File: src/rtl/cpu_pkg.sv
// Shared encodings for the multicycle MIPS datapath: PC source selects, exception causes,
// default handler-byte vectors and the exception-entry FSM state type.
package cpu_pkg;

  localparam logic [2:0] PC_SRC_ALU  = 3'd0;
  localparam logic [2:0] PC_SRC_BR   = 3'd1;
  localparam logic [2:0] PC_SRC_JUMP = 3'd2;
  localparam logic [2:0] PC_SRC_RS   = 3'd3;
  localparam logic [2:0] PC_SRC_EPC  = 3'd4;

  localparam logic [1:0] EXC_NONE = 2'd0;
  localparam logic [1:0] EXC_OPC  = 2'd1;
  localparam logic [1:0] EXC_OVF  = 2'd2;
  localparam logic [1:0] EXC_DIV0 = 2'd3;

  localparam logic [31:0] VEC_OPC_DEFAULT  = 32'd253;
  localparam logic [31:0] VEC_OVF_DEFAULT  = 32'd254;
  localparam logic [31:0] VEC_DIV0_DEFAULT = 32'd255;

  typedef enum logic [1:0] {
    StIdle,
    StExcReq,
    StExcWait,
    StExcLoad
  } exc_state_t;

  // Fixed priority: invalid opcode, then overflow, then divide by zero.
  function automatic logic [1:0] exc_cause(input logic opc, input logic ovf, input logic div0);
    if (opc) begin
      return EXC_OPC;
    end else if (ovf) begin
      return EXC_OVF;
    end else if (div0) begin
      return EXC_DIV0;
    end
    return EXC_NONE;
  endfunction

endpackage

File: src/rtl/pc_next_mux.sv
// Next-PC source selector. Codes above PC_SRC_EPC are reserved and flagged so the caller
// can suppress the load.
module pc_next_mux
  import cpu_pkg::*;
(
  input  logic [2:0]  pc_src_i,
  input  logic [31:0] alu_result_i,
  input  logic [31:0] alu_out_i,
  input  logic [31:0] jump_target_i,
  input  logic [31:0] rs_data_i,
  input  logic [31:0] epc_i,
  output logic [31:0] pc_next_o,
  output logic        reserved_o
);

  always_comb begin
    pc_next_o  = '0;
    reserved_o = 1'b0;
    case (pc_src_i)
      PC_SRC_ALU:  pc_next_o = alu_result_i;
      PC_SRC_BR:   pc_next_o = alu_out_i;
      PC_SRC_JUMP: pc_next_o = jump_target_i;
      PC_SRC_RS:   pc_next_o = rs_data_i;
      PC_SRC_EPC:  pc_next_o = epc_i;
      default:     reserved_o = 1'b1;
    endcase
  end

endmodule

File: src/rtl/pc_next_unit.sv
// PC/EPC registers, next-PC selection and the exception-entry sequencer that fetches the
// handler byte from memory and loads it into the PC.
module pc_next_unit
  import cpu_pkg::*;
#(
  parameter logic [31:0] RESET_PC = 32'h0000_0000,
  parameter int unsigned MEM_LAT  = 2,
  parameter logic [31:0] VEC_OPC  = VEC_OPC_DEFAULT,
  parameter logic [31:0] VEC_OVF  = VEC_OVF_DEFAULT,
  parameter logic [31:0] VEC_DIV0 = VEC_DIV0_DEFAULT
) (
  input  logic        clk,
  input  logic        reset,
  input  logic        pc_write,
  input  logic        pc_write_cond,
  input  logic        cond_met,
  input  logic [2:0]  pc_src,
  input  logic [31:0] alu_result,
  input  logic [31:0] alu_out,
  input  logic [31:0] jump_target,
  input  logic [31:0] rs_data,
  input  logic        exc_opcode,
  input  logic        exc_overflow,
  input  logic        exc_div0,
  input  logic [7:0]  mem_byte,
  output logic [31:0] pc_out,
  output logic [31:0] epc_out,
  output logic        exc_mem_req,
  output logic [31:0] exc_mem_addr,
  output logic        exc_busy,
  output logic        bad_target
);

  // Last EXC_WAIT count value; EXC_WAIT is never entered when MEM_LAT is 1.
  localparam logic [1:0] WaitLast = 2'((MEM_LAT > 1) ? (MEM_LAT - 2) : 0);

  exc_state_t  state_q, state_d;
  logic [31:0] pc_q, pc_d;
  logic [31:0] epc_q, epc_d;
  logic [31:0] vec_q, vec_d;
  logic [1:0]  cnt_q, cnt_d;
  logic        bad_q, bad_d;
  logic [31:0] mux_pc;
  logic        mux_reserved;
  logic [1:0]  cause;
  logic        load;

  pc_next_mux u_pc_next_mux (
    .pc_src_i      (pc_src),
    .alu_result_i  (alu_result),
    .alu_out_i     (alu_out),
    .jump_target_i (jump_target),
    .rs_data_i     (rs_data),
    .epc_i         (epc_q),
    .pc_next_o     (mux_pc),
    .reserved_o    (mux_reserved)
  );

  assign cause = exc_cause(exc_opcode, exc_overflow, exc_div0);
  assign load  = (pc_write | (pc_write_cond & cond_met)) & ~mux_reserved;

  always_comb begin
    state_d = state_q;
    pc_d    = pc_q;
    epc_d   = epc_q;
    vec_d   = vec_q;
    cnt_d   = cnt_q;
    bad_d   = 1'b0;
    unique case (state_q)
      StIdle: begin
        if (cause != EXC_NONE) begin
          // PC was already advanced at fetch, so the faulting instruction is at PC-4.
          epc_d   = pc_q - 32'd4;
          state_d = StExcReq;
          unique case (cause)
            EXC_OPC: vec_d = VEC_OPC;
            EXC_OVF: vec_d = VEC_OVF;
            default: vec_d = VEC_DIV0;
          endcase
        end else if (load) begin
          pc_d  = mux_pc;
          bad_d = |mux_pc[1:0];
        end
      end
      StExcReq: begin
        cnt_d   = '0;
        state_d = (MEM_LAT > 1) ? StExcWait : StExcLoad;
      end
      StExcWait: begin
        if (cnt_q == WaitLast) begin
          state_d = StExcLoad;
        end else begin
          cnt_d = cnt_q + 2'd1;
        end
      end
      StExcLoad: begin
        pc_d    = {24'b0, mem_byte};
        bad_d   = |mem_byte[1:0];
        state_d = StIdle;
      end
      default: state_d = StIdle;
    endcase
  end

  always_ff @(posedge clk) begin
    if (reset) begin
      state_q <= StIdle;
      pc_q    <= RESET_PC;
      epc_q   <= '0;
      vec_q   <= '0;
      cnt_q   <= '0;
      bad_q   <= 1'b0;
    end else begin
      state_q <= state_d;
      pc_q    <= pc_d;
      epc_q   <= epc_d;
      vec_q   <= vec_d;
      cnt_q   <= cnt_d;
      bad_q   <= bad_d;
    end
  end

  assign pc_out       = pc_q;
  assign epc_out      = epc_q;
  assign exc_mem_req  = (state_q == StExcReq) || (state_q == StExcWait);
  assign exc_mem_addr = exc_mem_req ? vec_q : '0;
  assign exc_busy     = (state_q != StIdle);
  assign bad_target   = bad_q;

endmodule

File: config.mk
export PLATFORM = sky130hd
export DESIGN_NAME = pc_next_unit
export DESIGN_NICKNAME = d
export VERILOG_FILES = /design/src/rtl/cpu_pkg.sv /design/src/rtl/pc_next_mux.sv /design/src/rtl/pc_next_unit.sv
export SDC_FILE = /design/constraint.sdc
export NUM_CORES = 1
export LEC_CHECK = 0
export BUFFER_PORTS_ARGS = -buffer_cell sky130_fd_sc_hd__buf_4
export CAP_MARGIN = 25
export CORE_MARGIN = 10
export CORE_UTILIZATION = 35
export CTS_CLUSTER_DIAMETER = 50
export CTS_CLUSTER_SIZE = 30
export DETAILED_ROUTE_END_ITERATION = 10
export SYNTH_ARGS = -nofsm -noshare
export SYNTH_HDL_FRONTEND = slang
export SYNTH_HIERARCHICAL = 1
export SYNTH_SLANG_ARGS = --single-unit
File: constraint.sdc
create_clock -name clk -period 6.4 [get_ports clk]
set_input_delay 0 -clock clk [delete_from_list [all_inputs] [get_ports clk]]
set_output_delay 0 -clock clk [all_outputs]
set_load 0.02 [all_outputs]
# After elaboration in Yosys (flattened, before gate mapping)
# Index checks and enable logic that the tools add are counted.
# W data, S select, Z words.
dict set report word_totals {
  ff_bits 101
  input_bits 147
  output_inout_bits 99
  wordCells 61
}
dict set report classes {
  addsub 2
  n_eq_ne 14
  muxes 21
  bitwise 3
  reduce_logical 15
}
# cell count
set op_table {}
lappend op_table {{$pmux W32 S5} 1}
lappend op_table {{$mux W32} 3}
lappend op_table {{$pmux W32 S2} 1}
lappend op_table {{$sub A32 B3 Y32 const B} 1}
lappend op_table {{$mux W2} 7}
lappend op_table {{$ne A2 B2 Y1 const B} 5}
lappend op_table {{$pmux W2 S2} 2}
lappend op_table {{$pmux W2 S4} 1}
lappend op_table {{$reduce_bool A2 Y1} 4}
lappend op_table {{$eq A2 B2 Y1 const B} 3}
lappend op_table {{$eq A3 B2 Y1 const B} 2}
lappend op_table {{$reduce_and A2 Y1} 3}
lappend op_table {{$mux W1} 5}
lappend op_table {{$reduce_or A5 Y1} 1}
lappend op_table {{$eq A2 B1 Y1 const B} 2}
lappend op_table {{$logic_not A2 Y1} 2}
lappend op_table {{$reduce_or A2 Y1} 2}
lappend op_table {{$eq A3 B1 Y1 const B} 1}
lappend op_table {{$eq A3 B3 Y1 const B} 1}
lappend op_table {{$logic_not A3 Y1} 1}
lappend op_table {{$reduce_and A3 Y1} 1}
lappend op_table {{$add A2 B1 Y2 const B} 1}
lappend op_table {{$and A1 B1 Y1} 2}
lappend op_table {{$pmux W1 S2} 1}
lappend op_table {{other kinds (2)} 2}

# Depth between registers and ports, before layout
dict set report logic_depth {
  depth_word 7
  mapped_depth 8
  ltp_nobuf 6
}

# Hierarchy
# Netlist, hierarchy kept.
# module instances cells_each area_per_inst_um2 seq_area_each_um2
set by_module_without_submodules {}
lappend by_module_without_submodules {pc_next_unit 1 403 3494.6 1441.4}
lappend by_module_without_submodules {pc_next_mux 1 159 1336.3 0.0}

# Worst setup path before layout
# OpenSTA, ideal clock, no wires.
dict set report synth_timing {
  path_kind {flip-flop to flip-flop}
  from {register pc_q[2], in the netlist pc_out[2]}
  to {register epc_q[26], in the netlist epc_out[26]}
  setup_time_ps 91
  arrival_time_ps 2505
  t_required_ps 6309
  slack_ps 3804
  stages_incl_launch_ff 9
  n_path_buf 2
  synth_period_minus_slack_ps 2596
  cell_sequence {dfxtp_1 inv_1 ha_1 or4b_1 buf_2 or4_4 buf_6 or4_1 a311oi_1}
}
dict set report synth_between {
  elab_chain_cells 1
}
# item line_no
set synth_lines {}
lappend synth_lines {{start: declaration} pc_next_unit.sv:38} ;# logic [31:0] pc_q, pc_d;
lappend synth_lines {{start signal: assignment} pc_next_unit.sv:115} ;# pc_q <= pc_d;
lappend synth_lines {{$sub A32 B3 Y32} pc_next_unit.sv:73} ;# epc_d = pc_q - 32'd4;
lappend synth_lines {{end signal: assignment} pc_next_unit.sv:116} ;# epc_q <= epc_d;
lappend synth_lines {{end: declaration} pc_next_unit.sv:39} ;# logic [31:0] epc_q, epc_d;
# Every way passes these cells.
# A chain may end at the register's enable or synchronous reset.

# Worst setup path after layout
dict set report layout_timing {
  from {register state_q[0]}
  to {register pc_q[3], in the netlist pc_out[3]}
}
dict set report layout_between {
  elab_chain_cells 3
  word_cells_on_any_way 7
  classes_between {3 x eq/ne; 1 x mux; 3 x reduce/logical}
}
# item line_no
set layout_lines {}
lappend layout_lines {{start: declaration} pc_next_unit.sv:37} ;# exc_state_t state_q, state_d;
lappend layout_lines {{start signal: assignment} pc_next_unit.sv:107} ;# state_q <= StIdle;
lappend layout_lines {{start signal: assignment} pc_next_unit.sv:114} ;# state_q <= state_d;
lappend layout_lines {{$eq A2 B2 Y1 or $logic_not A2 Y1 (tied branches)} pc_next_unit.sv:69} ;# unique case (state_q)
lappend layout_lines {{$reduce_bool A2 Y1 (no line) or $ne A2 B2 Y1 (tied branches)} -}
lappend layout_lines {{$reduce_and A3 Y1 (no line)} -}
# Several ways; a longest one is shown, not always the timed one.

==> metrics.csv <==
stage;metric;value;unit
setup_path;cp_data_arrival_time;3050;ps
global_route;track_usage;19.12;%
floorplan;fp.coreArea;13400;µm²
hold_path;min_to;pc_out[7]$_SDFFE_PP0P_;
cts;clk_latency;330;ps
yosys;postSynth.asyncResetShare;0;%
timing;fmax;0.3558;GHz
power_and_ir_drop;irDropWorstVdd;0.1834;mV
setup_path;crit_required;6640;ps
floorplan;die-area;18900;µm²
final_layout;drive_above_1_share;38.34;%
yosys;synthesis.area;4831;µm²
setup_path;ff2ff_setup_slack;3590;ps
timing;fin_skew;7.674;ps
cts;cts_setup_buffers;0;
power_and_ir_drop;powerDensity;338.9;nW/µm²
timing;finalCritPeriodShare;43.92;%
place;dpl.cell_count;906;
routing;ant_nets;0;
place;gp_congestion;0.8578;
timing;setup_viol;0;
timing;rsz0062_at_grt;false;
cts;htreeDepth;3;
setup_path;regToRegEndpoint;pc_out[3]$_SDFFE_PP0P_;
job;maxCapViolCount;0;
yosys;synth_top_area_cell;dfxtp_1;
place;numPortBuffers;221;
timing;tightest_slew;1006;ps
cts;post_cts_resized;0;
routing;wl_per_cell;20.85;µm
global_route;grt_max_degree;73;
setup_path;r2r_start;state_q[0]$_SDFFE_PP0P_;
timing;hold_viol;0;
global_route;gr-total-overflow;0;
hold_path;hold_class;input pin to flop;
yosys;synth_cells;562;
hold_path;min-delay-start;mem_byte[7];
final_layout;fin_area;6678;µm²
cts;cts_made_buffers;9;
setup_path;crit_fanout;16;
floorplan;start_util;36.05;%
yosys;ys.flop_type;dfxtp_1;
routing;route.vias.total;5141;
yosys;synth_seq_area_share;29.84;%
global_route;grtUsageMet1;22.11;%
timing;fin_setup_tns;0;ps
setup_path;endpoint_kind;flop;
final_layout;final_cells;922;
routing;via_per_inst;5.576;
routing;drt_first_pass_iters;5;
timing;hold_ws;42.34;ps
yosys;synth_cell_types;47;
global_route;grt_use_met3;5.572;%
final_layout;nNetsFinal;896;
global_route;grt_pass1_wl;28530;µm
yosys;avgSynthCellArea;8.596;µm²
global_route;antenna_found_initial;0;
cts;cts_num_sinks;72;
final_layout;fillers;1310;
final_layout;num_antenna_cells;0;
global_route;top_usage_layer;met2;
cts;clockRootBuffer;clkbuf_16;
timing;maxSlewViolCount;0;
floorplan;rows;42;
floorplan;die_h;137.5;µm
cts;cts_tree;yes;
floorplan;ios;246;
timing;slew_headroom;32.62;%
global_route;grt_use_met2;32.97;%
yosys;netlist.area_leader.share;29.84;%
run_status;status;finished, final reports clean;
setup_path;reg2reg_depth;6;
global_route;grt_pass1_vias;5180;
routing;drcViolationCount;0;
cts;cts.path.max_buffers;2;
routing;drtIter0Drc;383;
setup_path;crit_type;flop to flop;
setup_path;start_kind;flop;
timing;min_period;2811;ps
hold_path;hold_depth;3;
floorplan;die-width;137.5;µm
cts;cts_hold_buf;2;
cts;clkTransAtPathRegs;60;ps
final_layout;area_delta_synth_final;38.23;%
power_and_ir_drop;leakage;2.966;nW
routing;wl;19220;µm
place;dp_hpwl;14210;µm
yosys;synth-seq-cells;72;
yosys;synth_edf_count;0;
yosys;synth_area_leaders;dfxtp_1 (30%), a22oi_1 (8.7%), mux2_4 (8.1%);
yosys;synth_warnings;6;
place;place_area;6402;µm²
## synth_stat cells, types with 4 or more instances
cell	number
nor2_1	77
dfxtp_1	72
a22oi_1	56
a32oi_1	31
buf_4	31
clkbuf_1	28
o21ai_1	27
mux2_4	26
a311oi_1	20
a211oi_1	19
o21ai_0	16
buf_2	14
or3_1	13
or4_1	13
inv_1	12
mux2i_1	11
o31ai_1	11
nor4_1	10
nand2_1	9
ha_1	6
mux2_2	6
a21oi_1	5
xnor2_1	5
nor2b_1	4
## stage by stage
step,total power [mW],setup WS [ps],utilization [%]
floorplan,1.410,3804,-
global placement,1.803,3753,47.46
finish,2.263,3589,49.83
CTS,2.275,3610,49.83
detailed placement,1.825,3619,47.78
global route,2.401,3311,49.83
## worst max-delay path, stage by stage (launching register included)
cell and delay, ps:
dfxtp_1 350, inv_1 90, ha_1 330, or4b_2 710, o32ai_2 850, nor2_1 140
a211oi_1 250
## layout make-up
type	count	area [µm²]	area share, %
clock buffer	13	250.2	3.747
multi-input combinational	419	2964	44.39
clock inverter	1	5.005	0.07495
sequential	72	1441	21.59
timing repair buffer	229	1752	26.23
inverter	12	45.04	0.6745
tap	176	220.2	3.298
## logic make-up (layout without fill, tap and decap cells)
logic type                 Yosys count  count (layout)  synth area share, %
xor gates and xnor gates             7               7                1.269
buffers and inverters               94             255                11.27
DFF                                 72              72                29.84
and+or+nand+nor                    148             148                15.57
muxes                               43              43                11.76
adders and majority gates            6               6                1.554
AOI/OAI and AO/OA                  191             191                28.67
other                                1              24              0.07763
## how the worst max path moves through the flow
stage,startpoint,end,slack [ps],cells after the start
detailed placement,state_q[1]$_SDFFE_PP0P_,pc_out[3]$_SDFFE_PP0P_,3620,6
CTS,state_q[0]$_SDFFE_PP0P_,pc_out[3]$_SDFFE_PP0P_,3610,6
global route,state_q[0]$_SDFFE_PP0P_,pc_out[3]$_SDFFE_PP0P_,3310,6
finish,state_q[0]$_SDFFE_PP0P_,pc_out[3]$_SDFFE_PP0P_,3590,6
global placement,pc_out[2]$_SDFFE_PP0P_,epc_out[26]$_SDFFE_PP0P_,3750,6
floorplan,pc_out[2]$_SDFFE_PP0P_,epc_out[26]$_SDFFE_PP0P_,3800,8
## report_power, final
part	switching (mW)	total [mW]	internal, mW
registers	0.123	0.691	0.568
clock network	0.177	0.445	0.268
logic	0.649	1.13	0.478
total	0.949	2.26	1.31
## registers in the layout, indices dropped and copies added, names as in the netlist
register	flops
state_q	2
pc_out	32
cnt_q	2
bad_target	1
epc_out	32
vec_q	3
## placed cells by master, fill, tap and decap left out, drive strengths merged, types with 3 or more instances in the layout
master,n
clkbuf,13
nor2b,5
buf,227
or3,14
nor4,10
mux2i,11
xnor2,5
nand2,9
dfxtp,72
conb,24
a22oi,56
a32oi,31
or4,17
mux2,32
a211oi,19
o31ai,11
a21oi,5
o21ai,43
nor2,77
or2,3
nand3,3
inv,12
a311oi,20
and2,3
ha,6
nand4,3
## routing by layer
layer  vias up  wire (µm)
li1       2471          -
met1      2406       7692
met2       234       9298
met3        30       1846
met4         0        385
met5         -          0
No activity file was read; power rests on OpenSTA's default activity.
